### src/rtl/memory_arbiter_if.sv
// Requester-side and RAM-side signals of the memory arbiter, bundled so the
// arbiter (slave) and its environment (master) share one declaration.
interface memory_arbiter_if #(
  parameter int DATA_WIDTH = 32,
  parameter int NUM_PORTS  = 2
);
  localparam int LANES = DATA_WIDTH / 8;

  logic [NUM_PORTS*DATA_WIDTH-1:0] reqAddress;
  logic [NUM_PORTS*DATA_WIDTH-1:0] reqDataWrite;
  logic [NUM_PORTS*2-1:0]          reqLength;
  logic [NUM_PORTS-1:0]            reqStore;
  logic [NUM_PORTS-1:0]            reqLoad;
  logic [NUM_PORTS-1:0]            reqLoadUnsigned;
  logic [DATA_WIDTH-1:0]           ramDataRead;
  logic                            ramReadValid;

  logic [DATA_WIDTH-1:0]           dataReadOut;
  logic [NUM_PORTS-1:0]            dataReadValid;
  logic [NUM_PORTS-1:0]            done;
  logic [NUM_PORTS-1:0]            error;
  logic [DATA_WIDTH-1:0]           addressOut;
  logic [DATA_WIDTH-1:0]           ramDataWrite;
  logic [LANES-1:0]                byteSelect;
  logic                            ramStore;
  logic                            ramLoad;
  logic                            busy;

  modport slave (
    input  reqAddress, reqDataWrite, reqLength, reqStore, reqLoad, reqLoadUnsigned,
           ramDataRead, ramReadValid,
    output dataReadOut, dataReadValid, done, error, addressOut, ramDataWrite,
           byteSelect, ramStore, ramLoad, busy
  );

  modport master (
    output reqAddress, reqDataWrite, reqLength, reqStore, reqLoad, reqLoadUnsigned,
           ramDataRead, ramReadValid,
    input  dataReadOut, dataReadValid, done, error, addressOut, ramDataWrite,
           byteSelect, ramStore, ramLoad, busy
  );
endinterface

### src/rtl/memory_arbiter.sv
// Round-robin arbiter funnelling NUM_PORTS byte-addressed load/store requesters
// onto one RAM port, with lane alignment, misalignment detection and load extension.

module memory_arbiter_lane #(
  parameter int LANE = 0,
  parameter int OB   = 2
) (
  input  logic          en,
  input  logic          wrEn,
  input  logic [OB-1:0] off,
  input  logic [3:0]    size,
  input  logic [7:0]    shByte,
  output logic          be,
  output logic [7:0]    wByte
);
  assign be    = en && (LANE >= int'(off)) && ((LANE - int'(off)) < int'(size));
  assign wByte = wrEn ? shByte : 8'h00;
endmodule

module memory_arbiter #(
  parameter int DATA_WIDTH = 32,
  parameter int NUM_PORTS  = 2
) (
  input logic              clk,
  input logic              reset,
  memory_arbiter_if.slave  bus
);
  localparam int LANES = DATA_WIDTH / 8;
  localparam int OB    = $clog2(LANES);
  localparam int PW    = (NUM_PORTS > 1) ? $clog2(NUM_PORTS) : 1;

  localparam logic [1:0] IDLE  = 2'd0;
  localparam logic [1:0] STORE = 2'd1;
  localparam logic [1:0] LOAD  = 2'd2;
  localparam logic [1:0] RESP  = 2'd3;

  typedef struct packed {
    logic [DATA_WIDTH-1:0] addr;
    logic [DATA_WIDTH-1:0] data;
    logic [1:0]            len;
    logic                  uns;
    logic                  store;
    logic                  err;
    logic [PW-1:0]         port;
  } txnT;

  logic [1:0]            state, stateNxt;
  logic [PW-1:0]         lastGrant, pick, idx;
  logic                  anyPend;
  logic [NUM_PORTS-1:0]  pending;
  txnT                   cur;
  logic [DATA_WIDTH-1:0] dataReadReg;

  logic [DATA_WIDTH-1:0] addrArr [NUM_PORTS];
  logic [DATA_WIDTH-1:0] dataArr [NUM_PORTS];
  logic [1:0]            lenArr  [NUM_PORTS];

  genvar p;
  generate
    for (p = 0; p < NUM_PORTS; p++) begin : gPort
      assign addrArr[p] = bus.reqAddress[p*DATA_WIDTH +: DATA_WIDTH];
      assign dataArr[p] = bus.reqDataWrite[p*DATA_WIDTH +: DATA_WIDTH];
      assign lenArr[p]  = bus.reqLength[p*2 +: 2];
    end
  endgenerate

  assign pending = bus.reqStore | bus.reqLoad;

  // Search starts one past the last winner so every port gets a turn.
  always_comb begin
    anyPend = 1'b0;
    pick    = '0;
    idx     = '0;
    for (int k = 1; k <= NUM_PORTS; k++) begin
      idx = PW'((int'(lastGrant) + k) % NUM_PORTS);
      if (!anyPend && pending[idx]) begin
        anyPend = 1'b1;
        pick    = idx;
      end
    end
  end

  logic [DATA_WIDTH-1:0] gAddr;
  logic [1:0]            gLen;
  logic [3:0]            gSize;
  logic [OB-1:0]         gOff;
  logic                  gLegal;

  assign gAddr  = addrArr[pick];
  assign gLen   = lenArr[pick];
  assign gSize  = 4'(1) << gLen;
  assign gOff   = gAddr[OB-1:0];
  assign gLegal = (int'(gSize) <= LANES) && ((int'(gOff) & (int'(gSize) - 1)) == 0);

  always_comb begin
    stateNxt = state;
    case (state)
      IDLE:    if (anyPend) stateNxt = !gLegal ? RESP : (bus.reqStore[pick] ? STORE : LOAD);
      STORE:   stateNxt = RESP;
      LOAD:    if (bus.ramReadValid) stateNxt = RESP;
      default: stateNxt = IDLE;
    endcase
  end

  logic [OB-1:0]         curOff;
  logic [3:0]            curSize;
  logic [6:0]            sizeBits;
  logic [DATA_WIDTH-1:0] storeShift, readShift, loadFmt;
  logic                  signBit;

  assign curOff     = cur.addr[OB-1:0];
  assign curSize    = 4'(1) << cur.len;
  assign sizeBits   = 7'(8) << cur.len;
  assign storeShift = cur.data << {curOff, 3'b000};
  assign readShift  = bus.ramDataRead >> {curOff, 3'b000};

  always_comb begin
    case (cur.len)
      2'd0:    signBit = readShift[7];
      2'd1:    signBit = readShift[15];
      2'd2:    signBit = readShift[31];
      default: signBit = readShift[DATA_WIDTH-1];
    endcase
    loadFmt = '0;
    for (int b = 0; b < DATA_WIDTH; b++)
      loadFmt[b] = (b < int'(sizeBits)) ? readShift[b] : (signBit & ~cur.uns);
  end

  always_ff @(posedge clk or negedge reset) begin
    if (!reset) begin
      state       <= IDLE;
      lastGrant   <= PW'(NUM_PORTS - 1);
      cur         <= '0;
      dataReadReg <= '0;
    end else begin
      state <= stateNxt;
      if (state == IDLE && anyPend) begin
        lastGrant <= pick;
        cur.addr  <= gAddr;
        cur.data  <= dataArr[pick];
        cur.len   <= gLen;
        cur.uns   <= bus.reqLoadUnsigned[pick];
        cur.store <= bus.reqStore[pick];
        cur.err   <= !gLegal;
        cur.port  <= pick;
      end
      if (state == LOAD && bus.ramReadValid)
        dataReadReg <= loadFmt;
    end
  end

  logic                  ramActive;
  logic [LANES-1:0]      be;
  logic [DATA_WIDTH-1:0] wrData;
  logic [NUM_PORTS-1:0]  portHot;

  assign ramActive = (state == STORE) || (state == LOAD);

  genvar j;
  generate
    for (j = 0; j < LANES; j++) begin : gLane
      memory_arbiter_lane #(.LANE(j), .OB(OB)) uLane (
        .en     (ramActive),
        .wrEn   (state == STORE),
        .off    (curOff),
        .size   (curSize),
        .shByte (storeShift[8*j +: 8]),
        .be     (be[j]),
        .wByte  (wrData[8*j +: 8])
      );
    end
  endgenerate

  assign portHot           = NUM_PORTS'(1) << cur.port;
  assign bus.addressOut    = ramActive ? {cur.addr[DATA_WIDTH-1:OB], {OB{1'b0}}} : '0;
  assign bus.ramDataWrite  = wrData;
  assign bus.byteSelect    = be;
  assign bus.ramStore      = (state == STORE);
  assign bus.ramLoad       = (state == LOAD);
  assign bus.busy          = (state != IDLE);
  assign bus.done          = (state == RESP) ? portHot : '0;
  assign bus.error         = (state == RESP && cur.err) ? portHot : '0;
  assign bus.dataReadValid = (state == RESP && !cur.store && !cur.err) ? portHot : '0;
  assign bus.dataReadOut   = dataReadReg;
endmodule

### src/flat_wrapper.sv
// flat-port wrapper written by rule: the top's interface ports become plain ports
module memory_arbiter_flat 
#(
  parameter int DATA_WIDTH = 32,
  parameter int NUM_PORTS  = 2
)
  (clk, reset, bus_reqAddress, bus_reqDataWrite, bus_reqLength, bus_reqStore, bus_reqLoad, bus_reqLoadUnsigned, bus_ramDataRead, bus_ramReadValid, bus_dataReadOut, bus_dataReadValid, bus_done, bus_error, bus_addressOut, bus_ramDataWrite, bus_byteSelect, bus_ramStore, bus_ramLoad, bus_busy);
  memory_arbiter_if #(.DATA_WIDTH(DATA_WIDTH), .NUM_PORTS(NUM_PORTS)) bus_i ();
  input logic clk;
  input logic reset;
  input wire logic [$bits(bus_i.reqAddress)-1:0] bus_reqAddress;
  input wire logic [$bits(bus_i.reqDataWrite)-1:0] bus_reqDataWrite;
  input wire logic [$bits(bus_i.reqLength)-1:0] bus_reqLength;
  input wire logic [$bits(bus_i.reqStore)-1:0] bus_reqStore;
  input wire logic [$bits(bus_i.reqLoad)-1:0] bus_reqLoad;
  input wire logic [$bits(bus_i.reqLoadUnsigned)-1:0] bus_reqLoadUnsigned;
  input wire logic [$bits(bus_i.ramDataRead)-1:0] bus_ramDataRead;
  input wire logic [$bits(bus_i.ramReadValid)-1:0] bus_ramReadValid;
  output wire logic [$bits(bus_i.dataReadOut)-1:0] bus_dataReadOut;
  output wire logic [$bits(bus_i.dataReadValid)-1:0] bus_dataReadValid;
  output wire logic [$bits(bus_i.done)-1:0] bus_done;
  output wire logic [$bits(bus_i.error)-1:0] bus_error;
  output wire logic [$bits(bus_i.addressOut)-1:0] bus_addressOut;
  output wire logic [$bits(bus_i.ramDataWrite)-1:0] bus_ramDataWrite;
  output wire logic [$bits(bus_i.byteSelect)-1:0] bus_byteSelect;
  output wire logic [$bits(bus_i.ramStore)-1:0] bus_ramStore;
  output wire logic [$bits(bus_i.ramLoad)-1:0] bus_ramLoad;
  output wire logic [$bits(bus_i.busy)-1:0] bus_busy;
  assign bus_i.reqAddress = bus_reqAddress;
  assign bus_i.reqDataWrite = bus_reqDataWrite;
  assign bus_i.reqLength = bus_reqLength;
  assign bus_i.reqStore = bus_reqStore;
  assign bus_i.reqLoad = bus_reqLoad;
  assign bus_i.reqLoadUnsigned = bus_reqLoadUnsigned;
  assign bus_i.ramDataRead = bus_ramDataRead;
  assign bus_i.ramReadValid = bus_ramReadValid;
  assign bus_dataReadOut = bus_i.dataReadOut;
  assign bus_dataReadValid = bus_i.dataReadValid;
  assign bus_done = bus_i.done;
  assign bus_error = bus_i.error;
  assign bus_addressOut = bus_i.addressOut;
  assign bus_ramDataWrite = bus_i.ramDataWrite;
  assign bus_byteSelect = bus_i.byteSelect;
  assign bus_ramStore = bus_i.ramStore;
  assign bus_ramLoad = bus_i.ramLoad;
  assign bus_busy = bus_i.busy;
  memory_arbiter #(.DATA_WIDTH(DATA_WIDTH), .NUM_PORTS(NUM_PORTS)) u_core (.clk(clk), .reset(reset), .bus(bus_i));
endmodule
### config.mk
export PLATFORM = sky130hd
export DESIGN_NAME = memory_arbiter_flat
export DESIGN_NICKNAME = d
export VERILOG_FILES = /design/src/rtl/memory_arbiter_if.sv /design/src/rtl/memory_arbiter.sv /design/src/flat_wrapper.sv
export SDC_FILE = /design/constraint.sdc
export NUM_CORES = 1
export LEC_CHECK = 0
export ABC_AREA = 1
export BUFFER_PORTS_ARGS = -buffer_cell sky130_fd_sc_hd__buf_2
export CORE_MARGIN = 2
export CORE_UTILIZATION = 35
export DETAILED_ROUTE_END_ITERATION = 16
export SYNTH_ARGS = -nofsm -noshare
export SYNTH_HDL_FRONTEND = slang
export SYNTH_SLANG_ARGS = --single-unit
### constraint.sdc
create_clock -name clk -period 3 [get_ports clk]
set_clock_uncertainty 0.1 [all_clocks]
set_input_delay 0.6 -clock clk [delete_from_list [all_inputs] [get_ports clk]]
set_output_delay 0.6 -clock clk [all_outputs]
set_load 0.01 [all_outputs]
== Word level (Yosys, flattened, before mapping) ==
Index checks and enable logic that the tools add are counted.

* Bits in registers: 105
* Bits of input ports: 173
* Output and inout port bits: 109
* Word-level logic and storage cells: 169

* Add/sub/neg operators: 7
* Magnitude comparators: 44
* Equal/unequal tests: 6
* Shift operators: 6
* Multiplexer cells: 67
* Bitwise logic cells: 5
* Reductions and logical operators: 24

{| class="wikitable"
|+ Operator list
! cell !! count
|-
| 32-bit 2-to-1 mux || 7
|-
| 5-bit by 7-bit less-than comparator with 1-bit output, first input constant || 16
|-
| 4-bit by 7-bit less-than comparator with 1-bit output, first input constant || 8
|-
| 1-bit 2-to-1 mux || 44
|-
| 3-bit by 32-bit AND with 32-bit output || 1
|-
| 32-bit logical NOT || 1
|-
| 8-bit 2-to-1 mux || 4
|-
| 32-bit by 5-bit left shift with 32-bit output || 1
|-
| 32-bit by 5-bit >> shifter with 32-bit output || 1
|-
| 3-bit by 7-bit less-than comparator with 1-bit output, first input constant || 4
|-
| 3-bit by 5-bit less-than comparator with 1-bit output || 4
|-
| 2-bit 2-to-1 mux || 10
|-
| 1-bit logical AND || 14
|-
| 1-bit by 7-bit less-than comparator with 1-bit output, first input constant || 2
|-
| 2-bit by 7-bit less-than comparator with 1-bit output, first input constant || 2
|-
| 1-bit by 2-bit left shift with 4-bit output, first input constant || 2
|-
| 4-bit by 2-bit left shift with 7-bit output, first input constant || 1
|-
| 1-bit by 2-bit less-than comparator with 1-bit output, second input constant || 3
|-
| 2-bit case mux with 3 select lines || 1
|-
| 1-bit by 2-bit subtractor with 3-bit output, first input constant || 2
|-
| 2-bit by 2-bit subtractor with 3-bit output, first input constant || 2
|-
| 4-bit by 1-bit subtractor with 5-bit output, second input constant || 1
|-
| 2-bit by 1-bit == test with 1-bit output, second input constant || 2
|-
| 2-bit == test, second input constant || 2
|-
| 18 further kinds || 24
|}

== Longest topological paths before layout ==
Gate-level depths: netlist (run 1).

* Depth in word-level cells: 19
* Gate-level depth with buffers: 13
* Depth with buffers taken out: 12

== By module ==
A second synthesis (run 1) with hierarchy kept.

* Cell total of the unflattened synthesis: 990
* Area, all modules: 6680.2 um^2

{| class="wikitable"
|+ By module, submodules not included
! module !! instances !! cells each !! area each (um^2) !! seq. area each (um^2)
|-
| memory_arbiter || 1 || 865 || 6109.6 || 2628.8
|-
| memory_arbiter_lane (u_core.gLane[1].uLane) || 1 || 37 || 157.7 || 0.0
|-
| memory_arbiter_lane (u_core.gLane[0].uLane) || 1 || 30 || 153.9 || 0.0
|-
| memory_arbiter_lane (u_core.gLane[2].uLane) || 1 || 31 || 146.4 || 0.0
|-
| memory_arbiter_lane (u_core.gLane[3].uLane) || 1 || 27 || 112.6 || 0.0
|}

== Least setup slack after synthesis (run 1) ==
Ideal clock, no wire load.

* Kind: register to output
* From: reg u_core.cur[38] (netlist name)
* To: out bus_byteSelect[2]
* Arrival: 2.028 ns
* Data required time: 2.300 ns
* Setup slack: 0.272 ns
* Stages on the path, launching flop included: 11
* Buffers on the path: 3
* Cells stage by stage: dfrtp_1 inv_1 clkbuf_1 clkbuf_1 ha_1 inv_1 ha_1 a21oi_1 o21bai_1 a21oi_1 buf_4

* Word-level cells in the longest chain between the ends: 3
* Elaborated cells between the ends (all ways): 5
* Those cells by class: add/sub (1); order compare (2); reduce/logical (2)

{| class="wikitable"
|+ Ends and longest elaborated chain
! what !! RTL line !! RTL
|-
| start, declared || memory_arbiter.sv:51 || <nowiki>txnT cur;</nowiki>
|-
| 2-bit by 2-bit subtractor with 3-bit output or 2-bit >= comparator (tied branches) || memory_arbiter.sv:16 || <nowiki>assign be = en && (LANE >= int'(off)) && ((LANE - int'(off)) < int'(size));</nowiki>
|-
| 3-bit by 5-bit less-than comparator with 1-bit output or 1-bit logical AND (tied branches) || memory_arbiter.sv:16 ||
|-
| 1-bit logical AND (*) || memory_arbiter.sv:16 ||
|-
| end, declared || flat_wrapper.sv:25 || <nowiki>output wire logic [$bits(bus_i.byteSelect)-1:0] bus_byteSelect;</nowiki>
|}

Mark *: on every way between the ends. The rest lies on a longest branch, timed or not.

== Final worst setup path (run 1) ==
* From: reg u_core.state[1]
* To: out bus_ramDataWrite[23]

* Word-level cells in the longest chain between the ends: 2

{| class="wikitable"
|+ Ends and longest elaborated chain
! what !! RTL line !! RTL
|-
| start, declared || memory_arbiter.sv:47 || <nowiki>logic [1:0] state, stateNxt;</nowiki>
|-
| start signal, assigned || memory_arbiter.sv:136 || <nowiki>state <= stateNxt;</nowiki>
|-
| 2-bit by 1-bit == test with 1-bit output || memory_arbiter.sv:164 || <nowiki>.wrEn (state == STORE),</nowiki>
|-
| 8-bit 2-to-1 mux || memory_arbiter.sv:17 || <nowiki>assign wByte = wrEn ? shByte : 8'h00;</nowiki>
|-
| end, declared || flat_wrapper.sv:24 || <nowiki>output wire logic [$bits(bus_i.ramDataWrite)-1:0] bus_ramDataWrite;</nowiki>
|}

No other way between the ends.

==> reports/metrics.cfg, run 1 <==
[status]
outcome = completed

[critical_path]
cp_max_fo = 16
r2r_cells = 10
crit_path_end_kind = output pin
start_kind = flip-flop
worstSetupEndpoint = bus_ramDataWrite[23]
worstPathArrival_ps = 1990
startpoint = u_core.state[1]$_DFFE_PN0P_
reg2reg_from = u_core.cur[38]$_DFFE_PN0P_
timing.rr.end = u_core.bus.dataReadOut[23]$_DFFE_PN0P_
worstSetupPathType = reg2out
rrSetupSlack_ps = 710
worstPathRequired_ps = 2300

[floorplan]
die_area_mm2 = 0.0196
fp.dieH_um = 140
die_w_um = 140
core_area_mm2 = 0.0180
io_pins = 282
fp-row-count = 49
start_util_pct = 35.9

[logic_synthesis]
synthCells = 908
ys.warnings.count = 0
ys_seq_area_share_pct = 40.7
synth-seq-cells = 105
synth_cell_types = 30
ys_async_sr_fraction_pct = 100
synth_edf_count = 0
syn-cell-area_mm2 = 0.00647
synth_flop_cell = dfrtp_1
avgSynthCellArea_um2 = 7.12

[drt]
drc = 0
firstDrtPassIters = 5
detail-route-antenna-nets = 0
drtIter0Drc = 475
viasPerCell = 4.95
routedWlPerCell_um = 15.5
wirelength_um = 21500
num_vias = 6853

[place]
numPortBuffers = 279
preCtsSetupSlack_ps = 464
gp_routability_congestion = 0.934
place_inst = 1367
dpl.hpwl_um = 15600

[timing]
fin_crit_sh_pct = 89.8
layout_setup_ws_ps = 306
hold_violations = 0
slew_viol_final = 0
fin_setup_tns_ps = 0
clock.fmax_mhz = 371
post-route-min-period_ps = 2690
setup_viol = 0
grt_setup_unrepaired = no
slew_headroom_pct = 50.7
tightest_slew_ps = 739

[global_routing]
grt_max_degree = 71
track_usage_pct = 21.1
grt.overflow.total = 0
antenna_found_initial = 1
grt_pass1_vias = 6440
grt_pass1_wl_um = 33300

[clock_network]
cts_root_buf = clkbuf_16
worst_setup_hold_path_clk_slew_ps = 70
clock_latency_ps = 350
numCtsBuffers = 9
clock_sinks = 105
cts_tree = yes
cts_hold_buf = 0
cts_max_level = 3
clock_path_buffers = 2

[finish]
drive_gt1_share_pct = 30.2
area_growth_pct = 27.9
final-instance-count-excl-fill = 1384
nets = 1336
finish.utilization_pct = 45.9

[power]
ir_worst_vdd_mv = 0.507
p_leak_nw = 4.58
pwr_density_cell_mw_per_mm2 = 1160

[run]
max_cap_violations = 0

[min_path]
hold_path.class = in2async

[metrics by stage]
step / power, mW / cell area (µm²) / hold WS, ps
after floorplan: 6.53 / 6470 / 204
after global placement: 8.33 / 7960 / 354
after detailed placement: 8.37 / 7960 / 364
after CTS: 9.63 / 8260 / 98.0
after global routing: 10.4 / 8270 / 111
final: 9.57 / 8270 / 87.7
[cells in the final DEF, fill, tap and decap left out, drive strengths merged]
master    netlist  routed
ha             14      14
diode           0       1
clkinvlp        0       1
conb            1       2
a21oi         149     149
nor3            1       1
nand2         228     228
buf            38     297
clkinv          0       3
nand3          23      23
o211ai          7       7
dfrtp         104     104
o22ai          31      31
inv            92      94
o21ai          65      65
o21bai          2       2
dfstp           1       1
nand3b          2       2
a31oi           1       1
o21a            1       1
or2             2       2
bufinv          0       1
nor2          115     115
or3             1       1
clkbuf         30       9
[worst min-delay path by stage]
stage,startpoint,endpoint,slack [ps],cells past startpoint
2_1_floorplan,reset,u_core.bus.dataReadOut[0]$_DFFE_PN0P_,200,0
3_3_place_gp,u_core.lastGrant$_DFFE_PN1P_,u_core.lastGrant$_DFFE_PN1P_,350,2
3_5_place_dp,u_core.bus.dataReadOut[5]$_DFFE_PN0P_,u_core.bus.dataReadOut[5]$_DFFE_PN0P_,360,2
4_1_cts,reset,u_core.bus.dataReadOut[13]$_DFFE_PN0P_,100,1
5_1_grt,reset,u_core.bus.dataReadOut[20]$_DFFE_PN0P_,110,1
6_report,reset,u_core.bus.dataReadOut[27]$_DFFE_PN0P_,90,1
[synthesized netlist by cell type, types with 8 or more instances]
library cell | count | area [µm²]
a21oi_1 | 149 | 746
clkbuf_1 | 30 | 113
nand3_1 | 23 | 115
buf_1 | 8 | 30.0
dfrtp_1 | 104 | 2600
inv_1 | 87 | 327
buf_6 | 11 | 124
o22ai_1 | 10 | 62.6
nor2_1 | 114 | 428
nand2_1 | 225 | 845
ha_1 | 14 | 175
o22ai_2 | 21 | 263
buf_2 | 12 | 60.1
o21ai_0 | 62 | 310
[logic make-up after synthesis]
| family | after synthesis | synth area share, % |
|---|---|---|
| simple gates | 372 | 22.5 |
| compound gates | 256 | 22.9 |
| buf+inv | 160 | 11.2 |
| flops | 105 | 40.7 |
| other cells | 1 | 0.0580 |
| fa+ha+maj | 14 | 2.71 |
[critical path: stages (launching register included)]
cell and delay [ps]:
dfrtp_1 430, inv_1 100, ha_1 200, nand2_1 360, o22ai_1 370, buf_2 190
[state kept, by name, indices dropped and copies added (netlist names)]
| register | cells |
|---|---|
| u_core.bus.dataReadOut | 32 |
| u_core.state | 2 |
| u_core.cur | 70 |
| u_core.lastGrant | 1 |
[cell type report]
type,instances,area (µm²)
inverters,92,345
diodes,1,2.50
clock buffers,9,225
clock inverters,7,76.3
multi-input cells,644,3120
fillers,1903,9760
flip-flops and latches,105,2630
repair buffers,297,1580
well taps,229,287
[power by group]
part	switching, mW	total [mW]	internal [mW]
logic	3.64	5.72	2.08
clock network	0.581	1.24	0.656
registers	0.451	2.61	2.16
[metal layers]
metal	GRT usage, %	share of wire, %	wire (µm)	vias to the layer above
met2	34.5	47	10100	286
li1	-	-	-	3397
met3	4.48	8.1	1740	25
met4	6.32	1.9	417	0
met5	0	0	0	-
met1	28.4	43	9210	3145
[repair_timing]
item,in CTS,in global routing
endpoints found under the setup margin,0,10
gates resized for setup,0,1
setup buffers,0,0
(Power assumes the default switching activity.)
==> run 2: changes to the inputs <==
--- a/config.mk
+++ b/config.mk
@@ -8,8 +8,10 @@
 export ABC_AREA = 1
 export BUFFER_PORTS_ARGS = -buffer_cell sky130_fd_sc_hd__buf_2
 export CORE_MARGIN = 2
-export CORE_UTILIZATION = 35
+export CORE_UTILIZATION = 48
 export DETAILED_ROUTE_END_ITERATION = 16
+export MAX_ROUTING_LAYER = met4
+export PLACE_DENSITY = 0.81
 export SYNTH_ARGS = -nofsm -noshare
 export SYNTH_HDL_FRONTEND = slang
 export SYNTH_SLANG_ARGS = --single-unit
==> run 2 against run 1 <==
  * Register-to-register slack is essentially flat
  * Non-clock buffer count grew 3
  * Fmax shrank 3.3%
  * Largest cell class unchanged
==> reports/metrics.cfg, run 2 (same netlist as run 1, synthesis figures left out) <==
[status]
outcome = completed

[floorplan]
die_area_mm2 = 0.0144
fp.dieH_um = 120
io_pins = 282
die_w_um = 120
start_util_pct = 49.0
fp-row-count = 42
core_area_mm2 = 0.0132

[global_routing]
grt-busiest-layer = met2
grt.met1_usage_pct = 36.8
grt_max_degree = 56
track_usage_pct = 28.8
met2_usage_pct = 46.2
antenna_found_initial = 0
use_met3_pct = 6.32
grt_pass1_vias = 6380
grt_pass1_wl_um = 31900
grt.overflow.total = 0

[drt]
drc = 0
num_vias = 7048
wirelength_um = 20400
drtIter0Drc = 656
routedWlPerCell_um = 15.3
firstDrtPassIters = 6
viasPerCell = 5.29
detail-route-antenna-nets = 0

[clock_network]
worst_setup_hold_path_clk_slew_ps = 70
clock_path_buffers = 2
post-cts-setup-buffer-count = 0
numCtsBuffers = 9
cts_root_buf = clkbuf_16
cts_tree = yes
cts_hold_buf = 0
cts_resized = 0
clock_sinks = 105
clock_latency_ps = 350
cts_max_level = 3

[timing]
fin_setup_tns_ps = 0
fin_crit_sh_pct = 92.9
slew_viol_final = 0
post-route-min-period_ps = 2790
setup_viol = 0
hold_violations = 0
clock.fmax_mhz = 359
layout_setup_ws_ps = 214
grt_setup_unrepaired = no
slew_headroom_pct = 51.6
tightest_slew_ps = 725

[finish]
drive_gt1_share_pct = 30.3
largest_register_ffs = 70
final_common_cell = buf_2
layout_common_cells = 278 x buf_2, 225 x nand2_1, 149 x a21oi_1, 114 x nor2_1, 103 x dfrtp_1
seqCellArea_mm2 = 0.00263
top_register = u_core.cur
finish.utilization_pct = 62.1
area_growth_pct = 26.6
nFillCells = 1212
n_antenna_cell = 0
nets = 1339
multi_input_area_mm2 = 0.00312

[run]
max_cap_violations = 0

[critical_path]
worstPathArrival_ps = 2090
cp_max_fo = 16
worstSetupPathType = reg2out
reg2reg_from = u_core.cur[38]$_DFFE_PN0P_
startpoint = u_core.state[1]$_DFFE_PN0P_
crit_path_end_kind = output pin
start_kind = flip-flop
worstPathRequired_ps = 2300

[place]
preCtsSetupSlack_ps = 556
numPortBuffers = 279
dpl.hpwl_um = 15000
gp_routability_congestion = 0.996

[power]
ir_worst_vdd_mv = 0.601
pwr_density_cell_mw_per_mm2 = 1160
p_leak_nw = 4.58

[min_path]
hold_path.class = in2async

## run 2: cell count changes in the layout (fill, tap and decap cells not counted)
cell | previous run | this run
buf_4 | 15 | 19
buf_12 | 4 | 3
bufinv_16 | 1 | 0
clkinv_4 | 1 | 2
diode_2 | 1 | 0
nand2_1 | 224 | 225
nand2_2 | 4 | 3
## run 2: critical path, cell delays in order, from the launching register on
cell and delay (ps):
dfrtp_1 430, inv_1 110, ha_1 220, nand2_1 360, o21ai_0 410, buf_2 200
## run 2: layout make-up
type	count	area share [%]
Clock buffer	9	2.75
Tap cell	176	2.69
Clock inverter	7	0.672
Timing Repair Buffer	300	19.5
Sequential cell	105	32.1
Multi-Input combinational cell	644	38.1
Inverter	92	4.22
## run 2: path summary, 6_finish.rpt
kind | to | slack [ps] | cells past startpoint
max in group asynchronous | u_core.cur[58]$_DFFE_PN0P_ | 1870 | 2
hold reg to reg | u_core.lastGrant$_DFFE_PN1P_ | 360 | 2
setup reg to reg | u_core.bus.dataReadOut[17]$_DFFE_PN0P_ | 710 | 10
setup / recovery | bus_ramDataWrite[21] | 210 | 5
min in group clk | u_core.lastGrant$_DFFE_PN1P_ | 360 | 2
hold / removal | u_core.cur[10]$_DFFE_PN0P_ | 190 | 1
## run 2: through the flow
| step | cells | total power, mW | area [µm²] | hold WS, ps |
|---|---|---|---|---|
| floorplan | 909 | 6.53 | 6470 | 204 |
| global placement | 1317 | 8.23 | 7910 | 354 |
| detailed placement | 1317 | 8.32 | 7910 | 354 |
| CTS | 1333 | 9.50 | 8190 | 224 |
| global route | 1333 | 10.3 | 8190 | 254 |
| finish | 1333 | 9.50 | 8190 | 194 |
## run 2: power breakdown
group,switching (mW),internal [mW]
clock network,0.576,0.573
registers,0.447,2.16
logic,3.65,2.09
## run 2: routing by layer
layer | part of all wire (%) | routed length, µm | vias up
met2 | 49 | 9920 | 352
li1 | - | - | 3404
met3 | 8.3 | 1690 | 38
met5 | 0 | 0 | -
met1 | 41 | 8340 | 3254
met4 | 2.1 | 418 | 0
